**config.mk**
```make
export PLATFORM = sky130hd
export DESIGN_NAME = tensor_ram_writer_flat
export DESIGN_NICKNAME = d
export VERILOG_FILES = /design/src/rtl/sys_types.sv /design/src/rtl/tensor_ram_writer_if.sv /design/src/rtl/hwc_addr_gen.sv /design/src/rtl/tensor_ram_writer.sv /design/src/flat_wrapper.sv
export SDC_FILE = /design/constraint.sdc
export NUM_CORES = 1
export LEC_CHECK = 0
export CORE_ASPECT_RATIO = 1.1
export CORE_MARGIN = 5
export CORE_UTILIZATION = 50
export DETAILED_ROUTE_END_ITERATION = 6
export GPL_TIMING_DRIVEN = 0
export HOLD_SLACK_MARGIN = 0.05
export PLACE_DENSITY = 0.78
export SLEW_MARGIN = 40
export SYNTH_ARGS = -nofsm -noshare
export SYNTH_HDL_FRONTEND = slang
export SYNTH_SLANG_ARGS = --single-unit
```
**constraint.sdc**
```tcl
create_clock -name clk -period 8 [get_ports clk]
set_clock_uncertainty 0.15 [all_clocks]
set_input_delay 1.6 -clock clk [delete_from_list [all_inputs] [get_ports clk]]
set_output_delay 1.6 -clock clk [all_outputs]
set_load 0.1 [all_outputs]
```
**src/rtl/sys_types.sv**
```systemverilog
// Shared types for the activation write path: word geometry and the writer FSM state.
package sys_types;

  localparam int READ_WIDTH_DEF  = 128;
  localparam int WRITE_WIDTH_DEF = 8;
  localparam int BYTES_PER_WORD  = READ_WIDTH_DEF / WRITE_WIDTH_DEF;

  typedef enum logic [1:0] {
    TW_IDLE  = 2'd0,
    TW_RUN   = 2'd1,
    TW_FLUSH = 2'd2,
    TW_DONE  = 2'd3
  } tw_state_t;

endpackage

```
**src/rtl/tensor_ram_writer_if.sv**
```systemverilog
// Job control, activation stream and RAM byte-write port of the tensor RAM writer.
interface tensor_ram_writer_if #(
  parameter int ADDR_W      = 14,
  parameter int WRITE_WIDTH = 8,
  parameter int DIM_W       = 8
);
  logic                   start;
  logic [ADDR_W-1:0]      base_addr;
  logic [DIM_W-1:0]       cfg_rows;
  logic [DIM_W-1:0]       cfg_cols;
  logic [DIM_W-1:0]       cfg_chans;
  logic                   in_valid;
  logic [WRITE_WIDTH-1:0] in_data;
  logic                   in_ready;
  logic                   ram_we;
  logic [ADDR_W-1:0]      ram_addr_w;
  logic [WRITE_WIDTH-1:0] ram_din;
  logic                   busy;
  logic                   done;
  logic                   oob;

  modport master (
    output start, base_addr, cfg_rows, cfg_cols, cfg_chans, in_valid, in_data,
    input  in_ready, ram_we, ram_addr_w, ram_din, busy, done, oob
  );

  modport slave (
    input  start, base_addr, cfg_rows, cfg_cols, cfg_chans, in_valid, in_data,
    output in_ready, ram_we, ram_addr_w, ram_din, busy, done, oob
  );
endinterface

```
**src/rtl/hwc_addr_gen.sv**
```systemverilog
// HWC address walker: ch/c/r counters plus a pixel-base accumulator padded to whole RAM words.
module hwc_addr_gen
  import sys_types::*;
#(
  parameter int ADDR_W    = 14,
  parameter int DIM_W     = 8,
  parameter int BPW       = BYTES_PER_WORD,
  parameter int RAM_BYTES = 16384
) (
  input  logic              clk,
  input  logic              reset,
  input  logic              load,
  input  logic              advance,
  input  logic [ADDR_W-1:0] base,
  input  logic [DIM_W-1:0]  rows,
  input  logic [DIM_W-1:0]  cols,
  input  logic [DIM_W-1:0]  chans,
  output logic [ADDR_W:0]   addr,
  output logic              last,
  output logic              addr_oob
);
  localparam logic [ADDR_W:0] PAD_MASK = ~((ADDR_W+1)'(BPW - 1));
  localparam logic [ADDR_W:0] RAM_END  = (ADDR_W+1)'(RAM_BYTES);

  logic [DIM_W-1:0] rows_q, cols_q, chans_q;
  logic [DIM_W-1:0] r, c, ch;
  logic [ADDR_W:0]  pix_base, chans_pad;
  logic             ch_wrap, c_wrap, r_wrap;

  assign ch_wrap  = (ch == chans_q - DIM_W'(1));
  assign c_wrap   = (c  == cols_q  - DIM_W'(1));
  assign r_wrap   = (r  == rows_q  - DIM_W'(1));
  assign last     = ch_wrap & c_wrap & r_wrap;
  assign addr     = pix_base + (ADDR_W+1)'(ch);
  // One spare bit catches wrap past the top of the byte space.
  assign addr_oob = addr[ADDR_W] | (addr >= RAM_END);

  // NOTE: sequential state uses non-blocking assignments so every register sees pre-edge values.
  always_ff @(posedge clk or posedge reset) begin
    if (reset) begin
      rows_q    <= '0;
      cols_q    <= '0;
      chans_q   <= '0;
      r         <= '0;
      c         <= '0;
      ch        <= '0;
      pix_base  <= '0;
      chans_pad <= '0;
    end else if (load) begin
      rows_q    <= rows;
      cols_q    <= cols;
      chans_q   <= chans;
      r         <= '0;
      c         <= '0;
      ch        <= '0;
      chans_pad <= ((ADDR_W+1)'(chans) + (ADDR_W+1)'(BPW - 1)) & PAD_MASK;
      pix_base  <= {1'b0, base & PAD_MASK[ADDR_W-1:0]};
    end else if (advance) begin
      if (ch_wrap) begin
        ch       <= '0;
        pix_base <= pix_base + chans_pad;
        if (c_wrap) begin
          c <= '0;
          r <= r + DIM_W'(1);
        end else begin
          c <= c + DIM_W'(1);
        end
      end else begin
        ch <= ch + DIM_W'(1);
      end
    end
  end
endmodule

```
**src/rtl/tensor_ram_writer.sv**
```systemverilog
// Stream-to-RAM write sequencer: places an INT8 HWC tensor into the byte write port of the tensor RAM.
module tensor_ram_writer
  import sys_types::*;
#(
  parameter  int READ_WIDTH  = READ_WIDTH_DEF,
  parameter  int WRITE_WIDTH = WRITE_WIDTH_DEF,
  parameter  int DEPTH_WORDS = 1024,
  parameter  int DIM_W       = 8,
  localparam int BPW         = READ_WIDTH / WRITE_WIDTH,
  localparam int ADDR_W      = $clog2(DEPTH_WORDS * BPW)
) (
  input logic               clk,
  input logic               reset,
  tensor_ram_writer_if.slave bus
);
  tw_state_t       state;
  logic            hs, accept, dims_ok;
  logic [ADDR_W:0] addr;
  logic            last, addr_oob;

  assign hs      = (state == TW_RUN) & bus.in_valid;
  assign accept  = (state == TW_IDLE) & bus.start;
  assign dims_ok = (|bus.cfg_rows) & (|bus.cfg_cols) & (|bus.cfg_chans);

  hwc_addr_gen #(
    .ADDR_W   (ADDR_W),
    .DIM_W    (DIM_W),
    .BPW      (BPW),
    .RAM_BYTES(DEPTH_WORDS * BPW)
  ) u_addr_gen (
    .clk     (clk),
    .reset   (reset),
    .load    (accept & dims_ok),
    .advance (hs),
    .base    (bus.base_addr),
    .rows    (bus.cfg_rows),
    .cols    (bus.cfg_cols),
    .chans   (bus.cfg_chans),
    .addr    (addr),
    .last    (last),
    .addr_oob(addr_oob)
  );

  always_ff @(posedge clk or posedge reset) begin
    if (reset) begin
      state <= TW_IDLE;
    end else begin
      case (state)
        TW_IDLE:  if (accept) state <= dims_ok ? TW_RUN : TW_DONE;
        TW_RUN:   if (hs && last) state <= TW_FLUSH;
        TW_FLUSH: state <= TW_DONE;
        TW_DONE:  state <= TW_IDLE;
        default:  state <= TW_IDLE;
      endcase
    end
  end

  // Write port is registered one cycle behind the handshake; out-of-range beats are consumed unwritten.
  always_ff @(posedge clk or posedge reset) begin
    if (reset) begin
      bus.ram_we     <= 1'b0;
      bus.ram_addr_w <= '0;
      bus.ram_din    <= '0;
      bus.oob        <= 1'b0;
    end else begin
      bus.ram_we <= hs & ~addr_oob;
      if (hs) begin
        bus.ram_addr_w <= addr[ADDR_W-1:0];
        bus.ram_din    <= bus.in_data;
      end
      if (accept)             bus.oob <= 1'b0;
      else if (hs & addr_oob) bus.oob <= 1'b1;
    end
  end

  assign bus.in_ready = (state == TW_RUN);
  assign bus.busy     = (state == TW_RUN) | (state == TW_FLUSH);
  assign bus.done     = (state == TW_DONE);
endmodule

```
**src/flat_wrapper.sv**
```systemverilog
// flat-port wrapper written by rule: the top's interface ports become plain ports
module tensor_ram_writer_flat import sys_types::*;
#(
  parameter  int READ_WIDTH  = READ_WIDTH_DEF,
  parameter  int WRITE_WIDTH = WRITE_WIDTH_DEF,
  parameter  int DEPTH_WORDS = 1024,
  parameter  int DIM_W       = 8,
  localparam int BPW         = READ_WIDTH / WRITE_WIDTH,
  localparam int ADDR_W      = $clog2(DEPTH_WORDS * BPW)
)
  (clk, reset, bus_start, bus_base_addr, bus_cfg_rows, bus_cfg_cols, bus_cfg_chans, bus_in_valid, bus_in_data, bus_in_ready, bus_ram_we, bus_ram_addr_w, bus_ram_din, bus_busy, bus_done, bus_oob);
  tensor_ram_writer_if #(.ADDR_W(14), .WRITE_WIDTH(WRITE_WIDTH), .DIM_W(DIM_W)) bus_i ();
  input logic clk;
  input logic reset;
  input wire logic [$bits(bus_i.start)-1:0] bus_start;
  input wire logic [$bits(bus_i.base_addr)-1:0] bus_base_addr;
  input wire logic [$bits(bus_i.cfg_rows)-1:0] bus_cfg_rows;
  input wire logic [$bits(bus_i.cfg_cols)-1:0] bus_cfg_cols;
  input wire logic [$bits(bus_i.cfg_chans)-1:0] bus_cfg_chans;
  input wire logic [$bits(bus_i.in_valid)-1:0] bus_in_valid;
  input wire logic [$bits(bus_i.in_data)-1:0] bus_in_data;
  output wire logic [$bits(bus_i.in_ready)-1:0] bus_in_ready;
  output wire logic [$bits(bus_i.ram_we)-1:0] bus_ram_we;
  output wire logic [$bits(bus_i.ram_addr_w)-1:0] bus_ram_addr_w;
  output wire logic [$bits(bus_i.ram_din)-1:0] bus_ram_din;
  output wire logic [$bits(bus_i.busy)-1:0] bus_busy;
  output wire logic [$bits(bus_i.done)-1:0] bus_done;
  output wire logic [$bits(bus_i.oob)-1:0] bus_oob;
  assign bus_i.start = bus_start;
  assign bus_i.base_addr = bus_base_addr;
  assign bus_i.cfg_rows = bus_cfg_rows;
  assign bus_i.cfg_cols = bus_cfg_cols;
  assign bus_i.cfg_chans = bus_cfg_chans;
  assign bus_i.in_valid = bus_in_valid;
  assign bus_i.in_data = bus_in_data;
  assign bus_in_ready = bus_i.in_ready;
  assign bus_ram_we = bus_i.ram_we;
  assign bus_ram_addr_w = bus_i.ram_addr_w;
  assign bus_ram_din = bus_i.ram_din;
  assign bus_busy = bus_i.busy;
  assign bus_done = bus_i.done;
  assign bus_oob = bus_i.oob;
  tensor_ram_writer #(.READ_WIDTH(READ_WIDTH), .WRITE_WIDTH(WRITE_WIDTH), .DEPTH_WORDS(DEPTH_WORDS), .DIM_W(DIM_W)) u_core (.clk(clk), .reset(reset), .bus(bus_i));
endmodule
```
; ---- Yosys cells after proc, flatten, opt, wreduce, memory -nomap -nowiden
; Cells that the tools add are included.
[word_totals]
register_bits = 100
output_inout_bits = 27
elab_cells = 75
[classes]
n_addsub = 9
magnitude_cmp = 1
n_eq_ne = 8
n_mux = 20
n_bitwise = 12
reduce_logical = 12
[ops]
columns = cell, count
row1 = 2-to-1 mux 8 bit, 11
row2 = 2-to-1 mux 15 bit, 3
row3 = "adder 8 x 1 -> 8 bit, second input constant", 3
row4 = equality test 8 bit, 3
row5 = OR reduction 8 bit, 3
row6 = "subtractor 8 x 1 -> 8 bit, second input constant", 3
row7 = adder 15 bit, 1
row8 = adder 15 x 8 -> 15 bit, 1
row9 = "greater-or-equal comparator 15 bit, second input constant", 1
row10 = "adder 8 x 4 -> 9 bit, second input constant", 1
row11 = AND 1 bit, 9
row12 = case mux 2 bit (4 select lines), 1
row13 = nonzero test 2 bit, 4
row14 = 2-to-1 mux 2 bit, 3
row15 = "equality test 2 bit, second input constant", 2
row16 = "!= test 2 x 1 -> 1 bit, second input constant", 2
row17 = AND reduction 2 bit, 2
row18 = AND reduction 3 bit, 1
row19 = "equality test 2 x 1 -> 1 bit, second input constant", 1
row20 = logical NOT 2 bit, 1
row21 = 2-to-1 mux 1 bit, 2
row22 = bitwise OR 1 bit, 2
row23 = logical AND 1 bit, 1
row24 = NOT 1 bit, 1

; ---- Longest topological paths before layout
[logic_depth]
depth_word = 7
depth_mapped = 10

; ---- Cells and area by module
; A second synthesis with hierarchy kept.
[unflattened]
hier_cells = 546
area_unflattened_um2 = 5397.7
[modules_own_cells]
columns = mod, n_inst, cells_each, area_each_um2, seq_area_each_um2
row1 = hwc_addr_gen, 1, 467, 4216.5, 1601.5
row2 = tensor_ram_writer, 1, 79, 1181.1, 650.6

; ---- Least setup slack after synthesis
; Ideal clock, no wire load.
[synth_path]
kind = input -> register
start = in bus_cfg_chans[0]
end = reg u_core.u_addr_gen.chans_pad[4]
t_arrival_ns = 3.222
setup_slack_ns = 4.493
stages = 8
n_path_buf = 3
path_cell_list = nor4_1 > nand2_1 > nand3_1 > or2_2 > clkbuf_1 > clkbuf_1 > clkbuf_1 > o21ai_0
[synth_between]
elab_chain_len = 3
word_cells_on_any_way = 4
classes_between = add/sub: 1 / bitwise: 2 / reduce/logical: 1
[synth_lines]
columns = item, line
row1 = from (decl), flat_wrapper.sv:19  ; input wire logic [$bits(bus_i.cfg_chans)-1:0] bus_cfg_chans;
row2 = "parallel branches: the longest is 3 deep, another holds adder 8 x 4 -> 9 bit", --
row3 = to (signal assigned), hwc_addr_gen.sv:56  ; chans_pad <= ((ADDR_W+1)'(chans) + (ADDR_W+1)'(BPW - 1)) & PAD_MASK;
row4 = to (decl), hwc_addr_gen.sv:27  ; logic [ADDR_W:0] pix_base, chans_pad;
; Parallel ways; which one is timed is not known.
; A chain may end at the register's enable or synchronous reset.

; ---- Worst setup path in the final report
[layout_path]
start = in bus_cfg_chans[0]
end = reg u_core.u_addr_gen.pix_base[11]
[layout_between]
elab_chain_len = 5
word_cells_on_any_way = 7
classes_between = mux: 1 / bitwise: 2 / reduce/logical: 4
[layout_lines]
columns = item, line
row1 = OR reduction 8 bit (*), tensor_ram_writer.sv:23  ; assign dims_ok = (|bus.cfg_rows) & (|bus.cfg_cols) & (|bus.cfg_chans);
row2 = AND 1 bit (*), tensor_ram_writer.sv:23
row3 = AND 1 bit (*), tensor_ram_writer.sv:33  ; .load (accept & dims_ok),
row4 = nonzero test 2 bit (no source line), --
row5 = AND reduction 2 bit (no source line), --
row6 = to (signal assigned), hwc_addr_gen.sv:57  ; pix_base <= {1'b0, base & PAD_MASK[ADDR_W-1:0]};
row7 = to (signal assigned), hwc_addr_gen.sv:61  ; pix_base <= pix_base + chans_pad;
row8 = to (decl), hwc_addr_gen.sv:27
; Every way passes the cells marked *; elsewhere a longest branch is shown, timed or not.

==> out/metrics.yaml <==
yosys:
  ys_async_sr_fraction: 1.00
  synth_edf_count: 0
  synthCells: 590
  seq_area_frac_synth: 0.438
  synth_cell_type_count: 48
  yosys_warnings: 0
  syn_nets: 661
  ys_ff_latch: 90
  syn_area_per_cell_um2: 8.71
  synth_ff_type: "dfrtp_1"
  synth_area_um2: 5140
critical_path:
  r2r_setup_slack_ns: 4.55
  timing.rr.start: "u_core.u_addr_gen.chans_q[0]"
  start_kind: "input pin"
  crit_type: "input pin to flip-flop"
  end_kind: "flip-flop"
  rr_worst_depth: 10
  critPathMaxFanout: 10
  cp.arrival_ns: 4.55
  r2r-end: "u_core.state[0]"
  required_ns: 8.07
clock_tree:
  cts_setup_buffers: 0
  cts_buffers: 9
  cts_resized: 0
  cts_hold_buf: 0
  cts_tree: "yes"
  cts_max_level: 3
  root_buffer: "clkbuf_8"
  clock_sinks: 90
  clkTransAtPathRegs_ns: 0.08
  clk_latency_ns: 0.37
  clockBufferDepth: 2
power_and_ir_drop:
  power_leakage_nw: 2.86
  ir_drop_v: 0.000174
  pwr_density_cell_nw_per_um2: 398
  report.power.total_mw: 2.41
worst_hold_path:
  hp-class: "flip-flop to flip-flop"
  hold_path_depth: 2
  hold_end: "u_core.bus.ram_addr_w[2]"
  hp-start: "u_core.bus.ram_addr_w[2]"
place:
  dp_hpwl_um: 9470
  port_buffers: 72
  globalplace.congestion: 0.892
route:
  route.detailed.drc: 0
  via_count: 4427
  wl_met3_um: 772
  wirelength_um: 12500
  viasPerCell: 5.55
  detail-route-antenna-nets: 0
  wl_per_cell_um: 15.6
  met2RoutedLength_um: 6150
  met1_length_um: 5200
  top_layer: "met4"
  drtIter0Drc: 237
  drtPass1Iterations: 5
status:
  status: "complete, no violations"
timing:
  period_minus_slack_ns: 4.48
  fmax_ghz: 0.223
  finalSetupViolCount: 0
  slew_viol_final: 0
  hold_violations: 0
  setup_tns_ns: 0
  relSlewSlack: 0.458
  rsz0062_at_grt: "false"
  worst_pin_slew_ns: 0.810
  period_share: 0.560
floorplanning:
  pin_count: 77
  die_h_um: 116
  design.core.area_um2: 9940
  die_w_um: 107
  dieArea_um2: 12400
  rows: 38
  start_util: 0.517
layout:
  final_nets: 745
  final_cell_mix: "nand2_1, dfrtp_1, clkdlybuf4s50_1"
  area.growth.synth_to_final_pct: 18.2
  drive_above_1_share: 0.0783
  diodes: 0
  final_common_cell: "nand2_1"
  nFillCells: 902
global_routing:
  grt_use_total: 0.211
  antenna_found_initial: 0
  grt_overflow: 0
  grt_max_degree: 55
  grt_pass1_vias: 4406
  grt_pass1_wl_um: 20800
flow_run:
  maxCapViolCount: 0
[area by class of cell]
cell class | count | area, µm² | share of cell area
flip-flops and latches | 90 | 2250 | 0.371
multi-input cells | 460 | 2740 | 0.451
inverters | 18 | 72.6 | 0.0120
repair buffers | 73 | 613 | 0.101
plain buffers | 22 | 83.8 | 0.0138
clock buffers | 11 | 141 | 0.0233
well taps | 120 | 150 | 0.0247
clock inverters | 3 | 17.5 | 0.00289
[per-stage QoR]
| step | utilization | instances | hold slack [ns] | instance area [µm²] | worst slack (ns) |
|---|---|---|---|---|---|
| detailed placement | 0.595 | 783 | 0.312 | 5910 | 3.24 |
| finish | 0.611 | 797 | 0.326 | 6070 | 3.52 |
| floorplan | - | 590 | 0.304 | 5140 | 3.91 |
| global placement | 0.605 | 782 | 0.306 | 6010 | 2.57 |
| CTS | 0.611 | 797 | 0.332 | 6070 | 3.61 |
| global route | 0.611 | 797 | 0.348 | 6070 | 3.38 |
[cell usage after synthesis (2+ instances only)]
library cell,count,area [µm²]
mux2i_1,7,70.1
a21o_1,2,15.0
o21ai_0,40,200
or3_1,2,12.5
nand2b_1,8,50.1
and3_1,6,37.5
nand4_1,9,56.3
nor2b_1,7,43.8
o211a_1,2,20.0
nor3_1,11,55.1
or2_2,3,18.8
nand3_1,17,85.1
xor2_1,32,280
o21bai_1,2,15.0
o211ai_1,4,30.0
xnor2_1,25,219
inv_1,18,67.6
nor2_1,32,120
o31a_1,3,26.3
dfrtp_1,90,2250
nand2_1,153,574
ha_1,20,250
and2_1,3,18.8
nor4_1,9,56.3
a21oi_1,26,130
a211oi_1,4,30.0
nor3b_1,4,30.0
clkbuf_1,21,78.8
o2111ai_1,4,35.0
nor4b_1,2,17.5
nand3b_1,7,52.6
[sequential cells by signal, summed over array words and instances, names as in the netlist]
| register | flops |
|---|---|
| u_core.state | 2 |
| u_core.bus.ram_addr_w | 14 |
| u_core.u_addr_gen.chans_pad | 5 |
| u_core.u_addr_gen.rows_q | 8 |
| u_core.bus.ram_we | 1 |
| u_core.bus.oob | 1 |
| u_core.u_addr_gen.pix_base | 11 |
| u_core.u_addr_gen.ch | 8 |
| u_core.u_addr_gen.r | 8 |
| u_core.u_addr_gen.c | 8 |
| u_core.u_addr_gen.cols_q | 8 |
| u_core.bus.ram_din | 8 |
| u_core.u_addr_gen.chans_q | 8 |
[cell families (layout without fill, tap and decap cells)]
group                    count (synthesis)  in the layout  share of synthesized area
AO/OA/AOI/OAI                           91             91                      0.104
AND/OR/NAND/NOR                        282            282                      0.258
multiplexers                             8              8                     0.0158
XOR/XNOR                                58             58                      0.102
flip-flops                              90             90                      0.438
adder cells (fa/ha/maj)                 21             21                     0.0526
buffers and inverters                   40            127                     0.0295
[routing by layer]
metal | vias up | track usage
li1 | 2162 | -
met4 | 0 | 0.0955
met2 | 132 | 0.372
met5 | - | 0
met3 | 24 | 0.0293
met1 | 2109 | 0.260
[power by group]
part / switching [mW] / internal (mW) / total [mW]
Combinational: 0.963 / 0.409 / 1.37
Sequential: 0.153 / 0.616 / 0.768
Clock: 0.157 / 0.117 / 0.274
[critical path, stage by stage]
cell	delay, ns
clkdlybuf4s50_1	0.44
nor4_2	0.59
nand2_1	0.11
nand3_1	0.23
or2_2	0.16
clkbuf_1	0.33
clkbuf_1	0.40
clkbuf_1	0.55
a21oi_1	0.14
[worst max path at each step]
stage                           from                             end  slack (ns)  depth (start not counted)
finish              bus_cfg_chans[0]  u_core.u_addr_gen.pix_base[11]        3.52                          9
global route        bus_cfg_chans[0]     u_core.u_addr_gen.rows_q[7]        3.38                         10
CTS                 bus_cfg_chans[0]    u_core.u_addr_gen.chans_q[3]        3.61                         10
detailed placement  bus_cfg_chans[0]  u_core.u_addr_gen.pix_base[11]        3.24                          9
global placement               reset       u_core.bus.ram_addr_w[10]        2.57                          2
floorplan                      reset                  u_core.bus.oob        3.91                          1
(Power assumes the default switching activity.)
